### src/rtl/irq_controller_if.sv
// -----------------------------------------------------------------------------
// irq_controller_if
// Peripheral-bus view of the interrupt controller register block.
//   rd    : read strobe, already qualified by the peripheral address decode
//   wr    : write strobe, already qualified by the peripheral address decode
//   addr  : byte address; the controller decodes only addr[7:0]
//   wdata : write data
//   rdata : combinational read data returned by the controller
// master = CPU / bus side, slave = the controller.
// -----------------------------------------------------------------------------
interface irq_controller_if;
  logic        rd;
  logic        wr;
  logic [31:0] addr;
  logic [31:0] wdata;
  logic [31:0] rdata;

  modport master (
    output rd,
    output wr,
    output addr,
    output wdata,
    input  rdata
  );

  modport slave (
    input  rd,
    input  wr,
    input  addr,
    input  wdata,
    output rdata
  );
endinterface

### src/rtl/irq_controller.sv
// -----------------------------------------------------------------------------
// irq_controller
// Memory-mapped interrupt controller. Latches rising edges of the source lines
// as pending bits, masks them with per-source enables and a global enable,
// picks the lowest-index (highest-priority) source when the CPU takes the
// interrupt, and blocks further requests until software writes EOI.
//
// Register map (byte offsets from BASE, word registers):
//   +0  IER    [NSRC-1:0] source enables, R/W
//   +4  IPR    [NSRC-1:0] pending, read / write-1-to-clear
//   +8  ICAUSE [31] valid, [2:0] source id; read-only, any write = EOI
//   +12 ICTRL  [0] GIE R/W, [1] in_service read-only
//
// Ports:
//   clk       : system clock
//   reset     : synchronous active-high reset
//   bus       : register bus (rd/wr/addr/wdata in, rdata out)
//   src_irq   : source event lines, synchronous to clk, level or pulse
//   ker       : CPU is in kernel mode; suppresses the request
//   irq_taken : one-cycle pulse, CPU vectored to the interrupt handler
//   irqout    : interrupt request to the CPU control unit
// -----------------------------------------------------------------------------
module irq_controller #(
  parameter int         NSRC = 4,
  parameter logic [7:0] BASE = 8'h30
) (
  input  logic               clk,
  input  logic               reset,
  irq_controller_if.slave    bus,
  input  logic [NSRC-1:0]    src_irq,
  input  logic               ker,
  input  logic               irq_taken,
  output logic               irqout
);

  localparam logic [7:0] OFF_IER    = BASE;
  localparam logic [7:0] OFF_IPR    = BASE + 8'd4;
  localparam logic [7:0] OFF_ICAUSE = BASE + 8'd8;
  localparam logic [7:0] OFF_ICTRL  = BASE + 8'd12;

  // Architectural state
  logic [NSRC-1:0] ier;
  logic [NSRC-1:0] ipr;
  logic [NSRC-1:0] s_q;          // previous-cycle source levels for edge detect
  logic            gie;
  logic            in_service;
  logic            cause_valid;
  logic [2:0]      cause_id;

  // Decode of the low address byte only; the upper decode lives in the bus mux.
  logic [7:0] off;
  logic       hit_ier, hit_ipr, hit_icause, hit_ictrl;

  assign off        = bus.addr[7:0];
  assign hit_ier    = (off == OFF_IER);
  assign hit_ipr    = (off == OFF_IPR);
  assign hit_icause = (off == OFF_ICAUSE);
  assign hit_ictrl  = (off == OFF_ICTRL);

  logic ier_we, ictrl_we, eoi;
  logic [NSRC-1:0] w1c_mask;

  assign ier_we   = bus.wr & hit_ier;
  assign ictrl_we = bus.wr & hit_ictrl;
  assign eoi      = bus.wr & hit_icause;
  assign w1c_mask = (bus.wr & hit_ipr) ? bus.wdata[NSRC-1:0] : '0;

  // A line held high produces a single rise, so it sets pending only once.
  logic [NSRC-1:0] rise;
  assign rise = src_irq & ~s_q;

  // Priority select: lowest index among enabled pending sources.
  logic [NSRC-1:0] active;
  logic [2:0]      sel_id;
  logic            any_active;

  assign active = ipr & ier;

  always_comb begin
    // NOTE: every always_comb output gets a default first so no path leaves it
    // unassigned; otherwise synthesis infers a latch.
    sel_id     = '0;
    any_active = 1'b0;
    // Walk from the top so the lowest set index is the last one written.
    for (int i = NSRC - 1; i >= 0; i--) begin
      if (active[i]) begin
        sel_id     = 3'(i);
        any_active = 1'b1;
      end
    end
  end

  logic            take;
  logic [NSRC-1:0] take_mask;
  logic [NSRC-1:0] ipr_next;

  assign take      = irq_taken & any_active;
  assign take_mask = take ? (NSRC'(1) << sel_id) : '0;
  // A rise in the same cycle beats both W1C and the take-clear.
  assign ipr_next  = rise | (ipr & ~w1c_mask & ~take_mask);

  always_ff @(posedge clk) begin
    // NOTE: sequential state uses non-blocking assignments so every register
    // samples pre-edge values, independent of statement order.
    if (reset) begin
      ier         <= '0;
      ipr         <= '0;
      s_q         <= '0;
      gie         <= 1'b0;
      in_service  <= 1'b0;
      cause_valid <= 1'b0;
      cause_id    <= '0;
    end else begin
      s_q <= src_irq;
      ipr <= ipr_next;
      if (ier_we)   ier <= bus.wdata[NSRC-1:0];
      if (ictrl_we) gie <= bus.wdata[0];

      if (irq_taken) begin
        if (any_active) begin
          // Take beats a simultaneous EOI: the new interrupt is in service.
          cause_valid <= 1'b1;
          cause_id    <= sel_id;
          in_service  <= 1'b1;
        end else begin
          // Spurious take: nothing qualified, so no cause is recorded.
          cause_valid <= 1'b0;
          cause_id    <= '0;
          if (eoi) in_service <= 1'b0;
        end
      end else if (eoi) begin
        // EOI drops valid but keeps the last id visible to software.
        cause_valid <= 1'b0;
        in_service  <= 1'b0;
      end
    end
  end

  // No nesting: once in service, new pending bits wait for EOI.
  assign irqout = gie & ~in_service & ~ker & (|active);

  always_comb begin
    bus.rdata = '0;
    if (bus.rd) begin
      if (hit_ier)    bus.rdata = {{(32-NSRC){1'b0}}, ier};
      if (hit_ipr)    bus.rdata = {{(32-NSRC){1'b0}}, ipr};
      if (hit_icause) bus.rdata = {cause_valid, 28'b0, cause_id};
      if (hit_ictrl)  bus.rdata = {30'b0, in_service, gie};
    end
  end

endmodule

### src/flat_wrapper.sv
// flat-port wrapper written by rule: the top's interface ports become plain ports
module irq_controller_flat 
#(
  parameter int         NSRC = 4,
  parameter logic [7:0] BASE = 8'h30
)
  (clk, reset, src_irq, ker, irq_taken, irqout, bus_rd, bus_wr, bus_addr, bus_wdata, bus_rdata);
  irq_controller_if bus_i ();
  input  logic clk;
  input  logic reset;
  input  logic [NSRC-1:0] src_irq;
  input  logic ker;
  input  logic irq_taken;
  output logic irqout;
  input wire logic [$bits(bus_i.rd)-1:0] bus_rd;
  input wire logic [$bits(bus_i.wr)-1:0] bus_wr;
  input wire logic [$bits(bus_i.addr)-1:0] bus_addr;
  input wire logic [$bits(bus_i.wdata)-1:0] bus_wdata;
  output wire logic [$bits(bus_i.rdata)-1:0] bus_rdata;
  assign bus_i.rd = bus_rd;
  assign bus_i.wr = bus_wr;
  assign bus_i.addr = bus_addr;
  assign bus_i.wdata = bus_wdata;
  assign bus_rdata = bus_i.rdata;
  irq_controller #(.NSRC(NSRC), .BASE(BASE)) u_core (.clk(clk), .reset(reset), .bus(bus_i), .src_irq(src_irq), .ker(ker), .irq_taken(irq_taken), .irqout(irqout));
endmodule
### config.mk
export PLATFORM = sky130hd
export DESIGN_NAME = irq_controller_flat
export DESIGN_NICKNAME = d
export VERILOG_FILES = /design/src/rtl/irq_controller_if.sv /design/src/rtl/irq_controller.sv /design/src/flat_wrapper.sv
export SDC_FILE = /design/constraint.sdc
export NUM_CORES = 1
export LEC_CHECK = 0
export CAP_MARGIN = 10
export CORE_ASPECT_RATIO = 1.4
export CORE_UTILIZATION = 29
export CTS_CLUSTER_DIAMETER = 60
export DETAILED_ROUTE_END_ITERATION = 10
export PLACE_DENSITY_LB_ADDON = 0.3
export SYNTH_ARGS = -nofsm -noshare
export SYNTH_HDL_FRONTEND = slang
export SYNTH_SLANG_ARGS = --single-unit
export TNS_END_PERCENT = 100
### constraint.sdc
create_clock -name clk -period 1.5 [get_ports clk]
set_clock_uncertainty 0.1 [all_clocks]
set_input_delay 0.225 -clock clk [delete_from_list [all_inputs] [get_ports clk]]
set_output_delay 0.225 -clock clk [all_outputs]
set_load 0.02 [all_outputs]
Word level (Yosys, flattened, before mapping)
Index checks and enable logic that the tools add are counted.
{"block": "word_totals", "ff_bits": 18, "mem_bits_rw": 0, "out_inout_bits": 33, "elab_cells": 54, "memories": 0, "rom_bits": 0, "input_bits": 74, "latchBits": 0}
{"block": "classes", "order_cmp": 0, "div_mod_pow": 0, "reduce_logical": 2, "n_addsub": 0, "n_mux": 22, "shifts": 1, "bitwise_logic": 18, "n_eq_ne": 4, "n_mul": 0}
{"op": "2-to-1 mux 32 bit", "n": 3}
{"op": "equality test 8 x 6 -> 1 bit, second input constant", "n": 4}
{"op": "bitwise AND 4 bit", "n": 4}
{"op": "2-to-1 mux 4 bit", "n": 4}
{"op": "NOT 4 bit", "n": 3}
{"op": "2-to-1 mux 1 bit", "n": 10}
{"op": "2-to-1 mux 2 bit", "n": 5}
{"op": "bitwise AND 1 bit", "n": 8}
{"op": "bitwise OR 4 bit", "n": 1}
{"op": "OR reduction 4 bit", "n": 1}
{"op": "<< shifter 1 x 2 -> 4 bit, first input constant", "n": 1}
{"op": "NOT 1 bit", "n": 2}
{"op": "nonzero test 2 bit", "n": 1}

Depth between registers and ports, before layout
{"block": "logic_depth", "depth_word": 10, "depth_mapped": 5, "mapped_depth_nobuf": 4}

Least setup slack after synthesis
Ideal clock, no wire load.
{"block": "synth_path", "path_type": "reg2out", "startpoint": "register u_core.ier[2]", "endpoint": "output irqout", "required_time_ps": 1175, "stages_incl_launch_ff": 4, "path_slack_ps": -211, "path_buffers": 0, "arrival_ps": 1386, "path_cell_list": "dfxtp_1 a222oi_1 and2_1 nor4b_1"}
{"block": "synth_between", "elab_chain_cells": 3}
{"element": "start, declared", "line_no": "irq_controller.sv:42", "rtl": "logic [NSRC-1:0] ier;"}
{"element": "start signal, assigned", "line_no": "irq_controller.sv:116", "rtl": "if (ier_we) ier <= bus.wdata[NSRC-1:0];"}
{"element": "bitwise AND 4 bit", "line_no": "irq_controller.sv:77", "rtl": "assign active = ipr & ier;"}
{"element": "OR reduction 4 bit", "line_no": "irq_controller.sv:140", "rtl": "assign irqout = gie & ~in_service & ~ker & (|active);"}
{"element": "bitwise AND 1 bit", "line_no": "irq_controller.sv:140"}
{"element": "end, declared", "line_no": "flat_wrapper.sv:14", "rtl": "output logic irqout;"}
Every way passes these cells.

Worst setup path after layout
{"block": "layout_path", "startpoint": "register u_core.ipr[1]", "endpoint": "output irqout"}
{"block": "layout_between", "elab_chain_cells": 3}
{"element": "start, declared", "line_no": "irq_controller.sv:43", "rtl": "logic [NSRC-1:0] ipr;"}
{"element": "start signal, assigned", "line_no": "irq_controller.sv:115", "rtl": "ipr <= ipr_next;"}
{"element": "bitwise AND 4 bit", "line_no": "irq_controller.sv:77"}
{"element": "OR reduction 4 bit", "line_no": "irq_controller.sv:140"}
{"element": "bitwise AND 1 bit", "line_no": "irq_controller.sv:140"}
Every way passes these cells.

==> impl_metrics.csv <==
group,metric,value,unit
global_routing,grt_max_degree,11,
cts,clock_latency,0.26,ns
floorplan,dieHeight,74.1,µm
outcome,violations,"setup timing",
floorplan,core,0.00347,mm²
global_routing,track_usage,14.9,%
drt,drtIter0Drc,15,
synth,yosysWarnings,0,
cts,cts_tree,"built",
drt,wl,2.70,mm
drt,route.met2.wl,1.42,mm
timing,maxSlewViolCount,0,
timing,hold_viol,0,
timing,rsz0062_at_grt,"yes",
final_layout,instances_no_fill,230,
job,maxCapViolCount,0,
synth,syn_area,0.00108,mm²
outcome,status,"finished with violations",
synth,synth_top_cell_area_share,31.6,%
drt,drcViolationCount,0,
final_layout,fin_util,47.0,%
synth,synthTopCellsByArea,"dfxtp_1 32%, buf_4 20%, mux2i_1 6.5%",
timing,final.period_utilization,117,%
placement,dp_slack,-0.884,ns
drt,wl_met1,1.04,mm
timing,setup_slack,-0.253,ns
drt,dr.pass1.iters,4,
drt,detail-route-antenna-nets,0,
floorplan,die_x,53.5,µm
power_and_ir_drop,switching_share,29.3,%
timing,finalSetupTns,-0.652,ns
synth,synth_edf_count,0,
drt,vias,1063,
floorplan,fp-row-count,25,
synth,ys_dominant_reg_cell,"dfxtp_1",
critical_path,crit_chain,"a222oi_1, and2_4, nor4b_2, buf_4",
cts,numCtsBuffers,3,
cts,cts_sinks,17,
final_layout,final_cell_mix,"31 x buf_4, 27 x conb_1, 12 x clkdlybuf4s50_1, 11 x inv_1, 11 x dfxtp_1",
synth,synth_seq_cells,17,
cts,cts_max_level,1,
power_and_ir_drop,ir_drop,0.000493,V
cts,clk_pin_slew,0.07,ns
floorplan,dieArea,0.00397,mm²
drt,wl_per_cell,11.8,µm
synth,synth_cell_types,32,
power_and_ir_drop,p_sw,318,µW
synth,synth_cells,132,
timing,fmax,0.571,GHz
critical_path,slowest_stage,"a222oi_1",
timing,setup_viol,6,
power_and_ir_drop,p_leak,0.000803,µW
power_and_ir_drop,power_density,665,mW/mm²
final_layout,diodes,0,
timing,post-route-min-period,1.75,ns
cts,cts_root_buffer,"clkbuf_8",
cts,clk_path_buf_depth,2,
placement,placed_cells,219,
timing,hold_ws,0.312,ns
floorplan,start_util,31.0,%
final_layout,area.growth.synth_to_final,51.3,%
synth,syn_avg_cell_area,8.16,µm²
power_and_ir_drop,pwr-share-clk,32.9,%
power_and_ir_drop,p_int,767,µW
drt,via_per_inst,4.62,
power_and_ir_drop,p_comb_share,22.9,%
critical_path,crit_fanout,3,
final_layout,nFillCells,344,
synth,synthArstFlopShare,0,%
placement,dp_hpwl,2.01,mm
placement,portBuffers,27,
critical_path,worst_setup_path_end_kind,"primary output",
synth,yosysSeqAreaShare,31.6,%
final_layout,final_nets,265,
drt,dr_wl_met3,158,µm
global_routing,antenna_found_initial,0,
floorplan,io_pins,107,
critical_path,worstPathRequired,1.17,ns
min_path,hold_path.class,"register to register",
critical_path,worst_setup_path_start_kind,"register",
global_routing,grt_pass1_wl,4.25,mm
global_routing,grt_pass1_vias,1021,
final_layout,drive_gt1_share,38.4,%
power_and_ir_drop,seq_power_share,44.2,%
synth,synth_top_area_cell,"dfxtp_1",
final_layout,final_common_cell,"buf_4",
cts,cts_hold_buffers,0,
global_routing,globalRoute.totalOverflow,0,
critical_path,max_stage_delay,0.40,ns
placement,gp_congestion,0.827,
critical_path,critPathKind,"register to primary output",
critical_path,crit_arrival,1.43,ns
drt,highest_layer,"met4",
-- layout make-up --
class                      instances  area (µm²)  area share, %
timing repair buffer              58         484           29.7
clock buffer                       3        41.3           2.53
tap                               40        50.0           3.07
clock inverter                     1        5.00          0.307
sequential                        17         348           21.3
multi-input combinational        100         661           40.5
inverter                          11        41.3           2.53
-- repair_timing --
item,4_1_cts,5_1_grt
endpoints found under the setup margin,16,13
pin swaps,11,6
resized for setup,75,15
setup buffers,11,4
-- per-layer routing --
| metal | up-vias | GRT usage, % |
|---|---|---|
| met2 | 58 | 27.5 |
| met3 | 7 | 1.84 |
| met5 | - | 0 |
| met1 | 487 | 15.6 |
| li1 | 511 | - |
| met4 | 0 | 8.77 |
-- worst max-delay path, delay by kind of cell, from the launching register on --
family | cells | cell delay, ns
AOI/OAI and AO/OA | 1 | 0.40
buffers and inverters | 1 | 0.15
DFF | 1 | 0.34
and+or+nand+nor | 2 | 0.28
-- synth_stat cells, types with 2 or more instances --
| cell type | n |
|---|---|
| o22ai_1 | 2 |
| nor2_1 | 9 |
| nand2b_1 | 6 |
| inv_1 | 11 |
| mux2i_1 | 7 |
| and2_1 | 2 |
| o21ai_0 | 9 |
| nand2_1 | 10 |
| a311oi_1 | 2 |
| a21oi_1 | 3 |
| o21a_1 | 2 |
| nand3_1 | 2 |
| buf_4 | 28 |
| nor3_1 | 4 |
| mux2_2 | 2 |
| dfxtp_1 | 17 |
-- through the flow --
| stage | power, µW | cell area [µm²] |
|---|---|---|
| floorplan | 657 | 1180 |
| global placement | 707 | 1460 |
| detailed placement | 709 | 1460 |
| CTS | 1070 | 1600 |
| global route | 1130 | 1630 |
| finish | 1080 | 1630 |
-- flip-flops by register name (all words and copies together), names as in the netlist --
register and count:
u_core.ier 4, u_core.ipr 4, u_core.s_q 4, u_core.cause_id 2, u_core.cause_valid 1, u_core.gie 1, u_core.in_service 1
-- path summary, 6_finish.rpt --
path                               startpoint                 end  slack (ns)  cells after the start
worst min-delay path            u_core.s_q[3]       u_core.ipr[3]        0.31                      1
worst max-delay path            u_core.ipr[1]              irqout       -0.25                      4
worst max register to register  u_core.ipr[1]  u_core.cause_valid       -0.08                      6
worst min register to register  u_core.s_q[3]       u_core.ipr[3]        0.31                      1
-- kinds of logic after synthesis --
logic type	synth area share, %
AO/OA/AOI/OAI	15.9
buffers and inverters	24.2
flip-flops	31.6
multiplexers	8.59
other	0.348
AND/OR/NAND/NOR	19.4
-- power groups by stage --
stage	sequential (µW)	combinational, µW	clock [µW]
2_1_floorplan	487	171	0
3_3_place_gp	487	220	0
3_5_place_dp	487	222	0
4_1_cts	478	230	359
5_1_grt	481	273	381
6_report	479	249	356
(Power assumes the default switching activity.)
